==> config.mk <==
export PLATFORM = sky130hd
export DESIGN_NAME = sprite_hshrink_seq
export DESIGN_NICKNAME = d
export VERILOG_FILES = /design/src/rtl/sprite_hshrink_seq.sv
export SDC_FILE = /design/constraint.sdc
export NUM_CORES = 1
export LEC_CHECK = 0
export ABC_CLOCK_PERIOD_IN_PS = 2400
export BUFFER_PORTS_ARGS = -buffer_cell sky130_fd_sc_hd__buf_4
export CORE_ASPECT_RATIO = 0.75
export CORE_UTILIZATION = 40
export CTS_CLUSTER_DIAMETER = 40
export CTS_CLUSTER_SIZE = 28
export DETAILED_ROUTE_END_ITERATION = 8
export MAX_ROUTING_LAYER = met4
export PLACE_DENSITY = 0.65
export SLEW_MARGIN = 0
export SYNTH_ARGS = -nofsm -noshare
export SYNTH_HDL_FRONTEND = slang
export SYNTH_SLANG_ARGS = --single-unit
==> constraint.sdc <==
create_clock -name CLK -period 2.4 [get_ports CLK]
set_input_delay 0.6 -clock CLK [delete_from_list [all_inputs] [get_ports CLK]]
set_output_delay 0.6 -clock CLK [all_outputs]
set_load 0.05 [all_outputs]
==> src/rtl/sprite_hshrink_seq.sv <==
// Sequencer for one horizontal-shrink keep-mask generator: takes 16-pixel tiles,
// steps the generator two pixels at a time and turns keep bits into line-buffer writes.
module sprite_hshrink_seq #(
  parameter int XW = 9
) (
  input  logic          CLK,
  input  logic          nRESET,
  input  logic          CK_EN,
  input  logic          FLUSH,
  input  logic          TILE_VALID,
  output logic          TILE_READY,
  input  logic [3:0]    TILE_SHRINK,
  input  logic [XW-1:0] TILE_X,
  input  logic          TILE_FLIP,
  output logic [3:0]    HS_SHRINK,
  output logic          HS_L,
  output logic          HS_CK_EN,
  input  logic          HS_OUTA,
  input  logic          HS_OUTB,
  output logic          LB_WE_A,
  output logic          LB_WE_B,
  output logic [XW-1:0] LB_ADDR_A,
  output logic [XW-1:0] LB_ADDR_B,
  output logic [3:0]    LB_PIX_A,
  output logic [3:0]    LB_PIX_B,
  output logic          TILE_DONE,
  output logic [4:0]    KEPT,
  output logic          DBG_STATE,
  output logic [2:0]    DBG_K
);

  typedef enum logic {IDLE = 1'b0, EMIT = 1'b1} state_e;

  state_e        state_q, state_d;
  logic [2:0]    k_q, k_d;
  logic [XW-1:0] x_q, x_d;
  logic          flip_q, flip_d;
  logic [4:0]    cnt_q, cnt_d;
  logic          we_a_q, we_a_d;
  logic          we_b_q, we_b_d;
  logic [XW-1:0] addr_a_q, addr_a_d;
  logic [XW-1:0] addr_b_q, addr_b_d;
  logic [3:0]    pix_a_q, pix_a_d;
  logic [3:0]    pix_b_q, pix_b_d;
  logic          done_q, done_d;
  logic [4:0]    kept_q, kept_d;

  logic          tile_ready;
  logic          accept;
  logic          last_step;

  // Handshake: a tile transfers on a CLK edge where CK_EN, TILE_VALID and TILE_READY
  // are all high. READY is offered in IDLE and on the final step of a tile (so tiles
  // chain without a bubble), is never offered during FLUSH, and VALID may drop freely.
  assign last_step  = (state_q == EMIT) && (k_q == 3'd7);
  assign tile_ready = ((state_q == IDLE) || last_step) && !FLUSH;
  assign accept     = CK_EN && TILE_VALID && tile_ready;

  assign TILE_READY = tile_ready;
  assign HS_SHRINK  = TILE_SHRINK;
  assign HS_L       = ~(TILE_VALID & tile_ready);
  assign HS_CK_EN   = CK_EN;

  always_comb begin
    state_d  = state_q;
    k_d      = k_q;
    x_d      = x_q;
    flip_d   = flip_q;
    cnt_d    = cnt_q;
    we_a_d   = we_a_q;
    we_b_d   = we_b_q;
    addr_a_d = addr_a_q;
    addr_b_d = addr_b_q;
    pix_a_d  = pix_a_q;
    pix_b_d  = pix_b_q;
    done_d   = 1'b0;
    kept_d   = kept_q;

    if (FLUSH) begin
      state_d = IDLE;
      k_d     = 3'd0;
      we_a_d  = 1'b0;
      we_b_d  = 1'b0;
    end else if (CK_EN) begin
      we_a_d = 1'b0;
      we_b_d = 1'b0;

      if (state_q == EMIT) begin
        we_a_d   = HS_OUTA;
        we_b_d   = HS_OUTB;
        addr_a_d = x_q;
        addr_b_d = x_q + XW'(HS_OUTA);
        x_d      = x_q + XW'(HS_OUTA) + XW'(HS_OUTB);
        // Flipped tiles read the source row right to left: 15-2k = ~2k in 4 bits.
        pix_a_d  = flip_q ? {~k_q, 1'b1} : {k_q, 1'b0};
        pix_b_d  = flip_q ? {~k_q, 1'b0} : {k_q, 1'b1};
        cnt_d    = cnt_q + 5'(HS_OUTA) + 5'(HS_OUTB);
        k_d      = k_q + 3'd1;
        if (k_q == 3'd7) begin
          done_d  = 1'b1;
          kept_d  = cnt_q + 5'(HS_OUTA) + 5'(HS_OUTB);
          state_d = IDLE;
          k_d     = 3'd0;
        end
      end

      // A chained accept overrides the counters after the old tile's last pixels are issued.
      if (accept) begin
        x_d     = TILE_X;
        flip_d  = TILE_FLIP;
        cnt_d   = 5'd0;
        state_d = EMIT;
        k_d     = 3'd0;
      end
    end
  end

  always_ff @(posedge CLK or negedge nRESET) begin
    if (!nRESET) begin
      state_q  <= IDLE;
      k_q      <= 3'd0;
      x_q      <= '0;
      flip_q   <= 1'b0;
      cnt_q    <= 5'd0;
      we_a_q   <= 1'b0;
      we_b_q   <= 1'b0;
      addr_a_q <= '0;
      addr_b_q <= '0;
      pix_a_q  <= 4'd0;
      pix_b_q  <= 4'd0;
      done_q   <= 1'b0;
      kept_q   <= 5'd0;
    end else begin
      state_q  <= state_d;
      k_q      <= k_d;
      x_q      <= x_d;
      flip_q   <= flip_d;
      cnt_q    <= cnt_d;
      we_a_q   <= we_a_d;
      we_b_q   <= we_b_d;
      addr_a_q <= addr_a_d;
      addr_b_q <= addr_b_d;
      pix_a_q  <= pix_a_d;
      pix_b_q  <= pix_b_d;
      done_q   <= done_d;
      kept_q   <= kept_d;
    end
  end

  assign LB_WE_A   = we_a_q;
  assign LB_WE_B   = we_b_q;
  assign LB_ADDR_A = addr_a_q;
  assign LB_ADDR_B = addr_b_q;
  assign LB_PIX_A  = pix_a_q;
  assign LB_PIX_B  = pix_b_q;
  assign TILE_DONE = done_q;
  assign KEPT      = kept_q;
  assign DBG_STATE = state_q;
  assign DBG_K     = k_q;

endmodule

==> results.json, run 1 <==
{
  "status": "complete, no violations",
  "dp_cells": 413,
  "grt_pass1_wl_mm": 10.25,
  "ant_nets": 0,
  "grtUsageTotal": 0.1917,
  "r2r_start": "DBG_K[0]",
  "postLayoutCellArea_um2": 3264,
  "synth-main-ff-cell": "dfrtp_1",
  "synth_top_area_share": 0.4651,
  "cts_resized": 0,
  "max_freq_mhz": 445.9,
  "cp.required_ps": 1800,
  "grt_overflow_total": 0,
  "insertion_delay_ps": 310,
  "yosysMostFrequentCell": "nand2_1",
  "max-cap-violations": 0,
  "end_kind": "output port",
  "worst_pin_slew_ps": 647.7,
  "clock_sinks": 50,
  "grt_pass1_vias": 2018,
  "vias_per_cell": 5.169,
  "swShare": 0.4266,
  "synth_seq_cells": 50,
  "maxSlewViolCount": 0,
  "critPathKind": "flop to output port",
  "drc": 0,
  "synth_top_family_by_area": "simple AND/OR/NAND/NOR gates",
  "die_h_um": 73.02,
  "synth-simple-area-share": 0.2219,
  "h-tree-depth": 2,
  "die_w_um": 96.70,
  "synth_fa_ha_area_frac": 0.04000,
  "synth_edf_count": 0,
  "num_vias": 2176,
  "syn_to_final_growth_pct": 21.35,
  "synth_nets": 322,
  "rr_endpoint": "x_q[8]",
  "synth_commonest_cells": "nand2_1 (77), dfrtp_1 (50), o21ai_0 (20)",
  "stdcell_count": 421,
  "detail_route.wl_per_cell_um": 14.75,
  "dpl.hpwl_mm": 4.554,
  "start_kind": "flop",
  "p_leak_uw": 0.001587,
  "syn_inst": 293,
  "p_switching_uw": 1277,
  "clk_pin_slew_ps": 100,
  "final_layout_size_suffix_gt1_frac": 0.2647,
  "cts_made_buffers": 5,
  "crit_path_max_fanout": 5,
  "hp-class": "input pin to asynchronous set/reset pin",
  "cts_tree": "yes",
  "synth.avg_cell_area_um2": 9.181,
  "ys.warnings.count": 0,
  "routabilityCongestion": 0.8252,
  "clockPowerShare": 0.206,
  "ys_seq_area_frac": 0.4651,
  "ys_types": 46,
  "first_iter_violations": 106,
  "synth.area.top_cells": "dfrtp_1 (47%), nand2_1 (11%), o21ai_0 (3.7%)",
  "finalSetupViolCount": 0,
  "yosysTopAreaCell": "dfrtp_1",
  "wl_mm": 6.208,
  "postCtsSetupRepairBufs": 0,
  "netlist_area_um2": 2690,
  "p_per_area_nw_per_um2": 916.8,
  "synth-async-reset-ratio": 1.000,
  "antenna_found_initial": 0,
  "slew_headroom": 0.5682,
  "core_um2": 6412,
  "peakVddDrop_mv": 0.3932,
  "root_buffer": "clkbuf_8",
  "p_seq_frac": 0.389,
  "fin_nets": 368,
  "p_int_uw": 1716,
  "place_area_um2": 3152,
  "rsz0062_at_grt": "no",
  "rrSetupSlack_ps": 240,
  "pwr-share-comb": 0.405,
  "synthMuxAreaShare": 0.008372,
  "clockBufferDepth": 2,
  "hold_viol": 0,
  "antenna_cells": 0,
  "synth_compound_area_frac": 0.1265,
  "start_util": 0.4195,
  "post-route-util": 0.5091,
  "fin_tns_setup_ps": 0,
  "grt_max_degree": 51,
  "reg2reg_depth": 8,
  "die_area_um2": 7061,
  "holdBufCountCts": 0,
  "io_buffers": 57,
  "synth-xor-area-share": 0.06744,
  "num_rows": 25,
  "drt_pass1_iterations": 4,
  "fin_crit_ps": 2242,
  "power_uw": 2993,
  "finClkSkew_ps": 4.441,
  "post-route-period-util": 0.9343,
  "ioPinCount": 66,
  "critPathArrivalTime_ps": 1640
}
[layer usage]
metal / share of wire / track usage / up-vias
met5: 0 / - / -
met4: 0.010 / 0.06302 / 0
met3: 0.053 / 0.03544 / 7
met2: 0.42 / 0.2668 / 68
met1: 0.52 / 0.2803 / 1032
li1: - / - / 1069
[worst max-delay path by stage]
stage,cells after the start,slack (ps),to,from
after global routing,6,100,HS_L,DBG_K[0]
after detailed placement,9,50,x_q[4],HS_OUTA
final,6,160,HS_L,DBG_K[0]
after CTS,6,150,HS_L,DBG_K[0]
after floorplan,7,120,x_q[1],DBG_K[2]
after global placement,9,130,x_q[4],HS_OUTA
[flip-flops by register name, summed over array words and instances, names as in the netlist, 3 cells and up]
| name | flops |
|---|---|
| DBG_K | 3 |
| LB_PIX_A | 4 |
| x_q | 9 |
| LB_ADDR_A | 9 |
| KEPT | 5 |
| cnt_q | 5 |
| LB_ADDR_B | 9 |
[stage by stage]
step                setup slack [ps]  hold WS (ps)
global placement               130.0         462.0
finish                         157.6         301.6
floorplan                      120.7         304.4
global route                   95.37         354.9
CTS                            147.9         334.1
detailed placement             48.97         465.4
[worst max-delay path, cell delays in order (launching register included)]
cell and delay, ps:
dfrtp_2 460, ha_1 210, ha_1 220, inv_1 110, a21oi_4 70, nand2_2 70, buf_4 190
[area by class of cell]
class / instances / area [µm²]
repair buffers: 67 / 515.5
well taps: 81 / 101.3
clock buffers: 5 / 68.82
flip-flops and latches: 50 / 1254
multi-input cells: 209 / 1259
inverters: 6 / 22.52
fillers: 611 / 3148
clock inverters: 3 / 43.79
[power groups by stage]
stage | sequential [µW] | clock [µW] | combinational, µW
after floorplan | 1530 | 0 | 534
after global placement | 1170 | 0 | 1200
after detailed placement | 1180 | 0 | 1220
after CTS | 1160 | 624 | 1220
after global routing | 1190 | 660 | 1290
final | 1160 | 616 | 1210
[kinds of logic (layout without fill, tap and decap cells)]
family / Yosys count / in the layout
AND/OR/NAND/NOR: 127 / 127
AO/OA/AOI/OAI: 53 / 53
flip-flops: 50 / 50
buffers and inverters: 34 / 81
XOR/XNOR: 19 / 19
adder cells (fa/ha/maj): 8 / 8
multiplexers: 2 / 2
[layout by cell type (no fill, tap or decap), drive strengths merged, types with 3 or more instances in the layout]
cell type,count
a21oi,8
and3,4
buf,67
clkbuf,5
dfrtp,50
ha,7
inv,7
nand2,77
nand2b,3
nand3,13
nor2,11
nor3,3
o211ai,6
o21ai,24
o22ai,3
or3,4
xnor2,10
xor2,9
No activity file was read; power rests on OpenSTA's default activity.
==> run 2, diff against run 1 <==
Settings changed: ABC_CLOCK_PERIOD_IN_PS 2400 to 1900, PLACE_DENSITY 0.65 to 0.67.
Clock period 2.4 ns to 1.9 ns, I/O delays scaled along.
==> results.json, run 2 (synthesized netlist as in run 1, its figures left out) <==
{
  "num_vias": 2281,
  "p_leak_uw": 0.001674,
  "place_area_um2": 3336,
  "die_area_um2": 7061,
  "clock_sinks": 50,
  "hp-class": "input pin to asynchronous set/reset pin",
  "insertion_delay_ps": 310,
  "nFillCells": 578,
  "rsz0062_at_grt": "yes",
  "detail_route.wl_per_cell_um": 14.50,
  "peakVddDrop_mv": 0.5039,
  "crit_buf_inv": 2,
  "max_freq_mhz": 526.2,
  "grt_use_met1": 0.2636,
  "critPathArrivalTime_ps": 1430,
  "start_util": 0.4195,
  "max-cap-violations": 0,
  "clk_pin_slew_ps": 100,
  "critPathMaxStageDelay_ps": 430,
  "slew_headroom": 0.5625,
  "antenna_cells": 0,
  "wl_mm": 6.424,
  "grt_overflow_total": 0,
  "final_layout_size_suffix_gt1_frac": 0.3674,
  "critPathTopFamily": "flip-flops",
  "ant_nets": 0,
  "die_w_um": 96.70,
  "final_common_cell": "buf_4",
  "fin_nets": 390,
  "dp_cells": 431,
  "root_buffer": "clkbuf_8",
  "multi_input_area_um2": 1395,
  "ioPinCount": 66,
  "clockBufferDepth": 2,
  "slowest_stage": "dfrtp_2",
  "dpl.hpwl_mm": 4.719,
  "first_iter_violations": 137,
  "start_kind": "flop",
  "core_um2": 6412,
  "h-tree-depth": 2,
  "top_usage_layer": "met2",
  "fin_tns_setup_ps": -0.3637,
  "routabilityCongestion": 0.8848,
  "post-route-period-util": 1.000,
  "power_uw": 3808,
  "cts_made_buffers": 5,
  "finClkSkew_ps": 6.542,
  "postLayoutCellArea_um2": 3542,
  "cpMostUsedCell": "ha_4",
  "crit_path_max_fanout": 4,
  "grt_max_degree": 51,
  "grt_pass1_wl_mm": 10.43,
  "grtUsageMet3": 0.05172,
  "holdBufCountCts": 0,
  "seq_area_um2": 1257,
  "path_cells": "ha_4, ha_4, inv_2, a21oi_4, nand2_2, buf_6",
  "cts_tree": "yes",
  "p_per_area_nw_per_um2": 1075,
  "vias_per_cell": 5.149,
  "grtUsageTotal": 0.1924,
  "fin_crit_ps": 1900,
  "finalSetupViolCount": 1,
  "worst_slack_ps": -0.3637,
  "critPathKind": "flop to output port",
  "pre_cts_ws_ps": -233.1,
  "grt_pass1_vias": 2156,
  "final_cell_mix": "buf_4 (87), nand2_1 (75), dfrtp_1 (45)",
  "violations": "setup timing",
  "drt_pass1_iterations": 4,
  "drc": 0,
  "die_h_um": 73.02,
  "io_buffers": 57,
  "maxSlewViolCount": 0,
  "num_rows": 25,
  "end_kind": "output port",
  "status": "finished, violations left",
  "grt_use_met2": 0.2786,
  "stdcell_count": 443,
  "antenna_found_initial": 0,
  "syn_to_final_growth_pct": 31.67,
  "worst_pin_slew_ps": 656.3,
  "hold_viol": 0,
  "cp.required_ps": 1420
}
==> run 2: per-layer routing <==
layer,share of wire,routed length [µm],up-vias
met3,0.058,373,13
met2,0.44,2820,57
met1,0.49,3121,1094
li1,-,-,1117
met5,0,0,-
met4,0.017,109,0
==> run 2: path summary, 6_finish.rpt <==
check                              from            to  slack, ps  cells after the start
min in group CLK              TILE_X[3]        x_q[3]        360                      3
setup reg to reg                 x_q[0]        x_q[8]         60                      7
hold reg to reg            LB_ADDR_A[0]  LB_ADDR_A[0]        490                      2
max in group asynchronous        nRESET      DBG_K[2]       1230                      1
hold / removal                   nRESET  LB_ADDR_B[3]        170                      1
setup / recovery               DBG_K[1]          HS_L       -0.4                      6
==> run 2: cell type report <==
| cell class | instances | share of cell area |
|---|---|---|
| multi-input combinational | 209 | 0.3939 |
| sequential | 50 | 0.3550 |
| timing repair buffer | 89 | 0.1907 |
| tap | 81 | 0.02861 |
| clock buffer | 5 | 0.01943 |
| inverter | 6 | 0.006358 |
| clock inverter | 3 | 0.006005 |
==> run 2: power breakdown <==
group | leakage, µW | switching, µW | total (µW) | internal [µW]
registers | 0.000650 | 213 | 1480 | 1270
logic | 0.000980 | 1060 | 1690 | 629
clock network | 0.0000441 | 375 | 635 | 259
total | 0.00167 | 1650 | 3810 | 2160
==> run 2: repair_timing <==
| item | CTS | global route |
|---|---|---|
| endpoints found under the hold margin | 0 | 0 |
| pin swaps | 1 | 6 |
| setup buffers | 1 | 3 |
| cloned | 0 | 0 |
| gates resized for setup | 3 | 15 |
| endpoints found under the setup margin | 6 | 14 |
==> run 2: stage by stage <==
step	hold slack, ps	utilization
detailed placement	467.6	0.5202
finish	166.9	0.5524
global route	234.0	0.5524
global placement	464.5	0.5202
CTS	202.7	0.5380
floorplan	179.4	-
